[src/rtl/ib_ram_lut_loader_if.sv]
// Stream-in / page-write bundle for the IB-RAM LUT loader.
// The master side drives the entry stream; the slave side is the loader itself.
interface ib_ram_lut_loader_if #(
   parameter int QUAN_SIZE       = 4,
   parameter int PAGE_SIZE       = 4,
   parameter int BANK_ADDR_WIDTH = 2,
   parameter int PAGE_ADDR_WIDTH = 6,
   parameter int ADDR_WIDTH      = 8
);
   logic                            load_start;
   logic                            in_valid;
   logic                            in_ready;
   logic [QUAN_SIZE-1:0]            in_data;
   logic                            in_last;
   logic                            wr_en;
   logic [ADDR_WIDTH-1:0]           wr_addr;
   logic [BANK_ADDR_WIDTH-1:0]      wr_bank;
   logic [PAGE_ADDR_WIDTH-1:0]      wr_page;
   logic [PAGE_SIZE*QUAN_SIZE-1:0]  wr_data;
   logic                            load_busy;
   logic                            load_done;
   logic                            overflow;
   logic [ADDR_WIDTH:0]             page_cnt;

   modport master (
      output load_start, in_valid, in_data, in_last,
      input  in_ready, wr_en, wr_addr, wr_bank, wr_page, wr_data,
             load_busy, load_done, overflow, page_cnt
   );

   modport slave (
      input  load_start, in_valid, in_data, in_last,
      output in_ready, wr_en, wr_addr, wr_bank, wr_page, wr_data,
             load_busy, load_done, overflow, page_cnt
   );
endinterface

[src/rtl/ib_ram_lut_loader.sv]
// Packs a serial LUT-entry stream into page words and issues one registered
// IB-RAM write per page, with bank/page fields split by the interleave type.
module ib_ram_lut_loader #(
   parameter int QUAN_SIZE            = 4,
   parameter int BANK_INTERLEAVE_TYPE = 0,
   parameter int BANK_INTERLEAVE_NUM  = 4,
   parameter int BANK_ADDR_WIDTH      = 2,
   parameter int PAGE_ADDR_WIDTH      = 6,
   parameter int ADDR_WIDTH           = 8,
   parameter int PAGE_SIZE            = 4,
   parameter int PAGE_NUM             = 64
) (
   input logic                  sys_clk,
   input logic                  rst,
   ib_ram_lut_loader_if.slave   bus
);
   localparam int CAP_PAGES = BANK_INTERLEAVE_NUM * PAGE_NUM;
   localparam int IDX_W     = (PAGE_SIZE > 1) ? $clog2(PAGE_SIZE) : 1;
   localparam int DATA_W    = PAGE_SIZE * QUAN_SIZE;

   typedef enum logic [1:0] {S_IDLE, S_LOAD, S_FLUSH, S_DONE} state_t;

   state_t                      r_state;
   logic [IDX_W-1:0]            r_entry_idx;
   logic [DATA_W-1:0]           r_pack;
   logic [ADDR_WIDTH:0]         r_page_cnt;
   logic                        r_in_ready;
   logic                        r_wr_en;
   logic [ADDR_WIDTH-1:0]       r_wr_addr;
   logic [BANK_ADDR_WIDTH-1:0]  r_wr_bank;
   logic [PAGE_ADDR_WIDTH-1:0]  r_wr_page;
   logic [DATA_W-1:0]           r_wr_data;
   logic                        r_load_busy;
   logic                        r_load_done;
   logic                        r_overflow;

   logic                        w_accept;
   logic                        w_full;
   logic                        w_slot_last;
   logic [DATA_W-1:0]           w_pack_next;
   logic [ADDR_WIDTH-1:0]       w_lin;
   logic [BANK_ADDR_WIDTH-1:0]  w_bank;
   logic [PAGE_ADDR_WIDTH-1:0]  w_page;

   assign w_accept    = (r_state == S_LOAD) && r_in_ready && bus.in_valid;
   assign w_full      = (r_page_cnt == (ADDR_WIDTH+1)'(CAP_PAGES));
   assign w_slot_last = (r_entry_idx == IDX_W'(PAGE_SIZE-1));
   assign w_lin       = r_page_cnt[ADDR_WIDTH-1:0];

   // NOTE: every variable assigned in always_comb gets a default first so no latch is inferred.
   always_comb begin
      w_pack_next = r_pack;
      w_pack_next[int'(r_entry_idx)*QUAN_SIZE +: QUAN_SIZE] = bus.in_data;
   end

   // The linear page counter is the address in both modes; only the field split changes.
   always_comb begin
      if (BANK_INTERLEAVE_TYPE == 0) begin
         w_bank = w_lin[ADDR_WIDTH-1 -: BANK_ADDR_WIDTH];
         w_page = w_lin[PAGE_ADDR_WIDTH-1:0];
      end else begin
         w_bank = w_lin[BANK_ADDR_WIDTH-1:0];
         w_page = w_lin[ADDR_WIDTH-1 -: PAGE_ADDR_WIDTH];
      end
   end

   // NOTE: sequential state uses non-blocking assignments so all registers update from pre-edge values.
   always_ff @(posedge sys_clk or posedge rst) begin
      if (rst) begin
         r_state     <= S_IDLE;
         r_entry_idx <= '0;
         // NOTE: the pack register is a plain register, so it is reset; zero-padding relies on it starting clear.
         r_pack      <= '0;
         r_page_cnt  <= '0;
         r_in_ready  <= 1'b0;
         r_wr_en     <= 1'b0;
         r_wr_addr   <= '0;
         r_wr_bank   <= '0;
         r_wr_page   <= '0;
         r_wr_data   <= '0;
         r_load_busy <= 1'b0;
         r_load_done <= 1'b0;
         r_overflow  <= 1'b0;
      end else begin
         r_wr_en     <= 1'b0;
         r_load_done <= 1'b0;
         case (r_state)
            S_IDLE, S_DONE: begin
               if (r_state == S_DONE) begin
                  r_load_done <= 1'b1;
                  r_state     <= S_IDLE;
               end
               if (bus.load_start) begin
                  r_state     <= S_LOAD;
                  r_entry_idx <= '0;
                  r_pack      <= '0;
                  r_page_cnt  <= '0;
                  r_overflow  <= 1'b0;
                  r_in_ready  <= 1'b1;
                  r_load_busy <= 1'b1;
               end
            end
            S_LOAD: begin
               if (w_accept) begin
                  if (w_full) begin
                     // Capacity reached: discard the entry, never wrap the address.
                     r_overflow <= 1'b1;
                     if (bus.in_last) begin
                        r_state     <= S_DONE;
                        r_in_ready  <= 1'b0;
                        r_load_busy <= 1'b0;
                     end
                  end else if (w_slot_last) begin
                     r_wr_en     <= 1'b1;
                     r_wr_data   <= w_pack_next;
                     r_wr_addr   <= w_lin;
                     r_wr_bank   <= w_bank;
                     r_wr_page   <= w_page;
                     r_page_cnt  <= r_page_cnt + (ADDR_WIDTH+1)'(1);
                     r_entry_idx <= '0;
                     r_pack      <= '0;
                     if (bus.in_last) begin
                        r_state     <= S_DONE;
                        r_in_ready  <= 1'b0;
                        r_load_busy <= 1'b0;
                     end
                  end else begin
                     r_pack      <= w_pack_next;
                     r_entry_idx <= r_entry_idx + IDX_W'(1);
                     if (bus.in_last) begin
                        r_state    <= S_FLUSH;
                        r_in_ready <= 1'b0;
                     end
                  end
               end
            end
            S_FLUSH: begin
               // Unfilled slots are still zero from the per-page clear.
               r_wr_en     <= 1'b1;
               r_wr_data   <= r_pack;
               r_wr_addr   <= w_lin;
               r_wr_bank   <= w_bank;
               r_wr_page   <= w_page;
               r_page_cnt  <= r_page_cnt + (ADDR_WIDTH+1)'(1);
               r_entry_idx <= '0;
               r_pack      <= '0;
               r_state     <= S_DONE;
               r_load_busy <= 1'b0;
            end
            default: r_state <= S_IDLE;
         endcase
      end
   end

   assign bus.in_ready  = r_in_ready;
   assign bus.wr_en     = r_wr_en;
   assign bus.wr_addr   = r_wr_addr;
   assign bus.wr_bank   = r_wr_bank;
   assign bus.wr_page   = r_wr_page;
   assign bus.wr_data   = r_wr_data;
   assign bus.load_busy = r_load_busy;
   assign bus.load_done = r_load_done;
   assign bus.overflow  = r_overflow;
   assign bus.page_cnt  = r_page_cnt;
endmodule

[src/flat_wrapper.sv]
// flat-port wrapper written by rule: the top's interface ports become plain ports
module ib_ram_lut_loader_flat 
#(
   parameter int QUAN_SIZE            = 4,
   parameter int BANK_INTERLEAVE_TYPE = 0,
   parameter int BANK_INTERLEAVE_NUM  = 4,
   parameter int BANK_ADDR_WIDTH      = 2,
   parameter int PAGE_ADDR_WIDTH      = 6,
   parameter int ADDR_WIDTH           = 8,
   parameter int PAGE_SIZE            = 4,
   parameter int PAGE_NUM             = 64
)
  (sys_clk, rst, bus_load_start, bus_in_valid, bus_in_data, bus_in_last, bus_in_ready, bus_wr_en, bus_wr_addr, bus_wr_bank, bus_wr_page, bus_wr_data, bus_load_busy, bus_load_done, bus_overflow, bus_page_cnt);
  ib_ram_lut_loader_if #(.QUAN_SIZE(QUAN_SIZE), .PAGE_SIZE(PAGE_SIZE), .BANK_ADDR_WIDTH(BANK_ADDR_WIDTH), .PAGE_ADDR_WIDTH(PAGE_ADDR_WIDTH), .ADDR_WIDTH(ADDR_WIDTH)) bus_i ();
  input logic sys_clk;
  input logic rst;
  input wire logic [$bits(bus_i.load_start)-1:0] bus_load_start;
  input wire logic [$bits(bus_i.in_valid)-1:0] bus_in_valid;
  input wire logic [$bits(bus_i.in_data)-1:0] bus_in_data;
  input wire logic [$bits(bus_i.in_last)-1:0] bus_in_last;
  output wire logic [$bits(bus_i.in_ready)-1:0] bus_in_ready;
  output wire logic [$bits(bus_i.wr_en)-1:0] bus_wr_en;
  output wire logic [$bits(bus_i.wr_addr)-1:0] bus_wr_addr;
  output wire logic [$bits(bus_i.wr_bank)-1:0] bus_wr_bank;
  output wire logic [$bits(bus_i.wr_page)-1:0] bus_wr_page;
  output wire logic [$bits(bus_i.wr_data)-1:0] bus_wr_data;
  output wire logic [$bits(bus_i.load_busy)-1:0] bus_load_busy;
  output wire logic [$bits(bus_i.load_done)-1:0] bus_load_done;
  output wire logic [$bits(bus_i.overflow)-1:0] bus_overflow;
  output wire logic [$bits(bus_i.page_cnt)-1:0] bus_page_cnt;
  assign bus_i.load_start = bus_load_start;
  assign bus_i.in_valid = bus_in_valid;
  assign bus_i.in_data = bus_in_data;
  assign bus_i.in_last = bus_in_last;
  assign bus_in_ready = bus_i.in_ready;
  assign bus_wr_en = bus_i.wr_en;
  assign bus_wr_addr = bus_i.wr_addr;
  assign bus_wr_bank = bus_i.wr_bank;
  assign bus_wr_page = bus_i.wr_page;
  assign bus_wr_data = bus_i.wr_data;
  assign bus_load_busy = bus_i.load_busy;
  assign bus_load_done = bus_i.load_done;
  assign bus_overflow = bus_i.overflow;
  assign bus_page_cnt = bus_i.page_cnt;
  ib_ram_lut_loader #(.QUAN_SIZE(QUAN_SIZE), .BANK_INTERLEAVE_TYPE(BANK_INTERLEAVE_TYPE), .BANK_INTERLEAVE_NUM(BANK_INTERLEAVE_NUM), .BANK_ADDR_WIDTH(BANK_ADDR_WIDTH), .PAGE_ADDR_WIDTH(PAGE_ADDR_WIDTH), .ADDR_WIDTH(ADDR_WIDTH), .PAGE_SIZE(PAGE_SIZE), .PAGE_NUM(PAGE_NUM)) u_core (.sys_clk(sys_clk), .rst(rst), .bus(bus_i));
endmodule
[config.mk]
export PLATFORM = sky130hd
export DESIGN_NAME = ib_ram_lut_loader_flat
export DESIGN_NICKNAME = d
export VERILOG_FILES = /design/src/rtl/ib_ram_lut_loader_if.sv /design/src/rtl/ib_ram_lut_loader.sv /design/src/flat_wrapper.sv
export SDC_FILE = /design/constraint.sdc
export NUM_CORES = 1
export LEC_CHECK = 0
export CAP_MARGIN = 20
export CELL_PAD_IN_SITES_DETAIL_PLACEMENT = 0
export CELL_PAD_IN_SITES_GLOBAL_PLACEMENT = 2
export CORE_ASPECT_RATIO = 1.1
export CORE_MARGIN = 4
export CORE_UTILIZATION = 32
export DETAILED_ROUTE_END_ITERATION = 12
export PLACE_DENSITY = 0.78
export SKIP_LAST_GASP = 1
export SYNTH_ARGS = -nofsm -noshare
export SYNTH_HDL_FRONTEND = slang
export SYNTH_SLANG_ARGS = --single-unit
[constraint.sdc]
create_clock -name sys_clk -period 2.3 [get_ports sys_clk]
set_input_delay 0.46 -clock sys_clk [delete_from_list [all_inputs] [get_ports sys_clk]]
set_output_delay 0.46 -clock sys_clk [all_outputs]
set_load 0.02 [all_outputs]
==> metrics.cfg, run 1 <==
[sta]
worst_slew_pin_slew_ps=530
hold_ws_ps=484
max_slew_margin_pct=64.7
finalSetupViolations=0
rsz0062_at_grt=yes
fmax_ghz=0.460
post-route-period-util_pct=94.5
fin_worst_skew_ps=11.4
period_minus_slack_ps=2170
report.final.slew_viol_count=0
setup_slack_ps=126
hold_viol_final=0

[setup_path]
cp.arrival_ps=2400
required_ps=2520
end_kind=register
critPathKind=register to register
crit_fanout=33
start_kind=register

[drt]
drcViolationCount=0
drt_wl_total_um=7310
wl_per_cell_um=15.3
first_pass_iters=4
first_iter_violations=117
vias_per_cell=4.91
ant_nets=0
vias=2347

[synth]
synth_cell_type_count=37
synth_flop_cell=dfrtp_1
synthSimpleGateAreaFrac_pct=15.1
synthTopCellsByCount=dfrtp_1 (58), nor2_1 (38), nand2_1 (30)
synth.area.top_cells=dfrtp_1 (50%), ha_1 (5.2%), o21ai_0 (5.0%)
muxShareOfSynthArea_pct=3.88
netlist_area_um2=2900
synth_top_area_share_pct=50.0
async_reset_ff_share_pct=100
synth_warnings=0
syn_inst=293
synth_edf_count=0
synth_top_family_by_area=compound AO/OA/AOI/OAI gates
synth_nets=314
yosys.area_share.xor_xnor_pct=1.21
synth_fa_ha_area_share_pct=5.18
synth-seq-cells=58
synth_compound_area_share_pct=19.2
yosysMostFrequentCell=dfrtp_1
yosysSeqAreaShare_pct=50.0
synth_top_cell_by_area=dfrtp_1
avgSynthCellArea_um2=9.90

[finish]
multi_input_area_um2=1300
syn2layout_area_growth_pct=32.2
fill_cells=888
antennaDiodeCount=0
drive_above_1_share_pct=13.7
final_core_util_pct=43.2
nNetsFinal=380
register_area_um2=1450
postLayoutCellArea_um2=3830

[die]
ios=55
fp-row-count=36
coreArea_um2=8870
die_area_um2=10700
die_y_um=108
start_util_pct=32.7
die_w_um=98.8

[placement]
placed_cell_area_um2=3630
dp_slack_ps=49.3
hpwl_um=5120
gp_congestion=0.754
numPortBuffers=54

[pwr]
p_clk_share_pct=17.3
p_per_area_nw_per_um2=1420
seqPwrFrac_pct=28.0
power.total_uw=5430
leakage_uw=0.00165
combinationalPowerShare_pct=54.7
switching_power_uw=2310
p_int_uw=3120
ir_worst_vdd_v=0.000468
swShare_pct=42.6

[clock_tree]
cts_setup_buffers=0
clockBufferDepth=2
path_clk_slew_ps=70
cts_root_buf=clkbuf_8
cts_tree=built
worstSkewPairLatency_ps=340
numCtsBuffers=9
hold_buffers=0
htree_levels=3
clock_sinks=58

[grt]
grtUsageTotal_pct=14.3
grt_pass1_wl_um=12100
antenna_found_initial=0
grt_pass1_vias=2272
gr-total-overflow=0
grt_max_degree=59

[flow_run]
cap_viol_max_count=0

[run_status]
status=completed

[worst_hold_path]
min_path_type=register to register

[routing by layer]
metal / vias to the layer above / track usage, % / part of all wire [%]
met5: - / 0 / 0
met4: 0 / 4.68 / 1.1
met3: 8 / 3.69 / 4.1
li1: 1173 / - / -
met1: 1115 / 20.5 / 50
met2: 51 / 21.1 / 45
[timing repair]
action / 4_1_cts / 5_1_grt
setup endpoints to repair: 0 / 19
resized for setup: 0 / 2
endpoints found under the hold margin: 0 / 0
[final cells by class]
class,count,area share (%)
inverter,9,0.881
clock buffer,11,3.69
clock inverter,5,1.40
sequential,58,37.9
multi-input combinational,208,34.0
tap,114,3.72
timing repair buffer,73,18.5
[per-stage QoR]
step           setup TNS, ps  instances
4_1_cts                    0        478
3_5_place_dp               0        462
2_1_floorplan              0        293
6_report                   0        478
3_3_place_gp               0        462
5_1_grt               -0.470        478
[sequential cells by signal, summed over array words and instances, names as in the netlist, 2 cells and up]
register             cells
u_core.r_entry_idx       2
u_core.bus.wr_addr       2
u_core.bus.wr_page       5
u_core.bus.page_cnt      9
u_core.r_pack           16
u_core.bus.wr_data      16
u_core.r_state           2
[worst max-delay path: stages, from the launching register on]
cell      delay, ps
dfrtp_1         380
inv_1            80
ha_1            160
or4b_4          510
o211ai_4        310
a21oi_4         100
buf_12          170
buf_4           190
nor2_1          100
a21oi_1          50
[cells by family (layout without fill, tap and decap cells)]
family	Yosys count	after routing
flops	58	58
mux	9	9
xor+xnor	4	4
fa+ha+maj	12	12
buf+inv	27	98
simple gates	94	94
compound gates	89	89
[placed cells by master, fill, tap and decap left out, types with 2 or more instances in the layout]
cell,count
dfrtp_1,58
nand2b_1,6
nor2_1,37
nand2_1,30
buf_4,17
nor4b_1,2
a22oi_1,16
inv_1,8
ha_1,12
a21oi_1,27
o221ai_1,4
xnor2_1,4
nor2b_1,2
buf_12,2
clkbuf_8,10
nand4b_1,2
mux2_2,6
a211oi_1,3
a31oi_1,2
and3_1,3
clkdlybuf4s50_1,54
clkinv_2,3
nand4_1,6
o21ai_0,29
mux2_4,3
[final timing paths]
check / slack, ps / cells past startpoint / end / startpoint
min: 480 / 2 / u_core.r_pack[9] / u_core.r_pack[9]
min reg2reg: 480 / 2 / u_core.r_pack[9] / u_core.r_pack[9]
max: 130 / 9 / u_core.bus.wr_data[14] / u_core.bus.page_cnt[0]
max reg2reg: 130 / 9 / u_core.bus.wr_data[14] / u_core.bus.page_cnt[0]
max in group asynchronous: 1540 / 3 / u_core.r_entry_idx[0] / rst
min in group asynchronous: 500 / 3 / u_core.bus.wr_data[7] / rst
[power groups by stage]
stage | clock network [uW] | logic (uW) | registers (uW)
after floorplan | 0 | 1620 | 1810
after global placement | 0 | 2950 | 1540
after detailed placement | 0 | 2980 | 1540
after CTS | 964 | 2990 | 1530
after global routing | 1030 | 3280 | 1570
final | 937 | 2970 | 1520
(Power assumes the default switching activity.)
==> run 2, diff against run 1 <==
==> constraint.sdc (replaced) <==
create_clock -name sys_clk -period 2.3 [get_ports sys_clk]
set_input_delay 0.46 -clock sys_clk [delete_from_list [all_inputs] [get_ports sys_clk]]
set_output_delay 0.46 -clock sys_clk [all_outputs]
set_load 0.005 [all_outputs]
==> metrics.cfg, run 2 (synthesized netlist as in run 1, its figures left out) <==
[drt]
drcViolationCount=0  ; unchanged
wl_met1_um=3590  ; was 3650 um
wl_per_cell_um=15.3  ; about the same
vias=2400  ; was 2347
highest_layer=met4  ; unchanged
wl_met3_um=316  ; was 297 um
drt_wl_total_um=7300  ; was 7310 um
first_pass_iters=4  ; unchanged
ant_nets=0  ; unchanged
dr_wl_met2_um=3320  ; was 3280 um
vias_per_cell=5.03  ; was 4.91
first_iter_violations=101  ; was 117

[pwr]
ir_worst_vdd_v=0.000500  ; was 0.000468 V
p_per_area_nw_per_um2=1330  ; was 1420 nW/um^2
power.total_uw=5100  ; was 5430 uW
leakage_uw=0.00164  ; was 0.00165 uW

[grt]
grt_pass1_wl_um=11900  ; was 12100 um
grt_pass1_vias=2291  ; was 2272
grtUsageTotal_pct=14.1  ; was 14.3%
antenna_found_initial=0  ; unchanged
grt_max_degree=59  ; unchanged
gr-total-overflow=0  ; unchanged

[flow_run]
cap_viol_max_count=0  ; unchanged

[finish]
mostFrequentLayoutCells=dfrtp_1 (58), clkdlybuf4s50_1 (54), nor2_1 (38), nand2_1 (30), o21ai_0 (29)  ; was dfrtp_1 (58), clkdlybuf4s50_1 (54), nor2_1 (37), nand2_1 (30), o21ai_0 (29)
syn2layout_area_growth_pct=31.8  ; was 32.2%
final_core_util_pct=43.1  ; was 43.2%
antennaDiodeCount=0  ; unchanged
drive_above_1_share_pct=12.9  ; was 13.7%
final_common_cell=dfrtp_1  ; unchanged
nNetsFinal=380  ; unchanged
final_cells=477  ; was 478

[clock_tree]
clock_sinks=58  ; unchanged
worstSkewPairLatency_ps=340  ; about the same
numCtsBuffers=9  ; unchanged
path_clk_slew_ps=70  ; about the same
htree_levels=3  ; unchanged
clockBufferDepth=2  ; unchanged
cts_tree=built  ; unchanged
hold_buffers=0  ; unchanged
cts_root_buf=clkbuf_8  ; unchanged

[die]
die_area_um2=10700  ; unchanged
fp-row-count=36  ; unchanged
ios=55  ; unchanged
die_w_um=98.8  ; unchanged
start_util_pct=32.7  ; unchanged
die_y_um=108  ; unchanged
coreArea_um2=8870  ; unchanged

[sta]
rsz0062_at_grt=no  ; was yes
hold_viol_final=0  ; unchanged
worst_slew_pin_slew_ps=519  ; was 530 ps
setup_tns_ps=0  ; unchanged
max_slew_margin_pct=65.4  ; was 64.7%
finalSetupViolations=0  ; unchanged
report.final.slew_viol_count=0  ; unchanged
fin_worst_skew_ps=8.81  ; was 11.4 ps
fmax_ghz=0.460  ; about the same
period_minus_slack_ps=2170  ; about the same
post-route-period-util_pct=94.5  ; about the same

[setup_path]
required_ps=2530  ; was 2520 ps
end_kind=register  ; unchanged
r2r_end=u_core.bus.wr_data[14]  ; unchanged
r2r-start=u_core.bus.page_cnt[0]  ; unchanged
crit_fanout=33  ; unchanged
rrSetupSlack_ps=130  ; about the same
rr_worst_depth=9  ; unchanged
start_kind=register  ; unchanged
critPathKind=register to register  ; unchanged
cp.arrival_ps=2400  ; about the same

[worst_hold_path]
min_to=u_core.r_pack[9]  ; unchanged
min_path_type=register to register  ; unchanged
hp-start=u_core.r_pack[9]  ; unchanged
hold-path-cell-count=2  ; unchanged

[placement]
hpwl_um=5170  ; was 5120 um
numPortBuffers=54  ; unchanged
gp_congestion=0.760  ; was 0.754
placedCellCount=462  ; unchanged

[run_status]
status=completed  ; unchanged

[run 2: cell count changes in the layout (fill, tap and decap cells not counted), sizes merged]
cell / before / now
clkbuf: 11 / 12
clkinv: 4 / 2
[run 2: worst max-delay path, cell delays in order (launching register included)]
cell,delay (ps)
dfrtp_1,380
inv_1,70
ha_1,160
or4b_4,510
o211ai_4,320
a21oi_4,100
buf_12,170
buf_4,190
nor2_1,100
a21oi_1,50
[run 2: worst max path at each step]
stage,start,endpoint,slack (ps),cells after the start
2_1_floorplan,u_core.bus.page_cnt[0],u_core.bus.wr_addr[5],210,7
3_3_place_gp,bus_in_valid,u_core.bus.wr_page[1],80,6
3_5_place_dp,bus_in_valid,u_core.bus.wr_data[15],40,8
4_1_cts,u_core.bus.page_cnt[0],u_core.r_pack[7],80,7
5_1_grt,u_core.r_entry_idx[0],u_core.bus.wr_data[10],10,7
6_report,u_core.bus.page_cnt[0],u_core.bus.wr_data[14],130,9
[run 2: layer usage]
metal | GRT usage (%) | vias up
li1 | - | 1173
met1 | 20.5 | 1167
met2 | 20.6 | 54
met3 | 2.20 | 6
met4 | 5.85 | 0
met5 | 0 | -
[run 2: cell type report]
type	instances	area (um^2)
timing repair buffer	73	708
sequential	58	1450
inverter	9	33.8
clock inverter	3	40.0
clock buffer	12	145
fill	863	5050
tap	114	143
multi-input combinational	208	1300
[run 2: per-stage QoR]
step	setup WS [ps]	cell area, um^2	hold WS (ps)
after global routing	9.79	3820	502
final	126	3820	478
after CTS	77.6	3810	485
after floorplan	214	2900	450
after global placement	83.9	3630	464
after detailed placement	43.5	3630	471
[run 2: power by group]
part / internal (uW) / switching, uW / leakage [uW]
Combinational: 1260 / 1410 / 0.000784
Sequential: 1330 / 192 / 0.000760
Clock: 521 / 389 / 0.0000962
Total: 3110 / 1990 / 0.00164
[run 2: repair_timing]
action	CTS	global route
buffers inserted	0	0
gates resized for setup	0	1
endpoints found under the setup margin	0	16
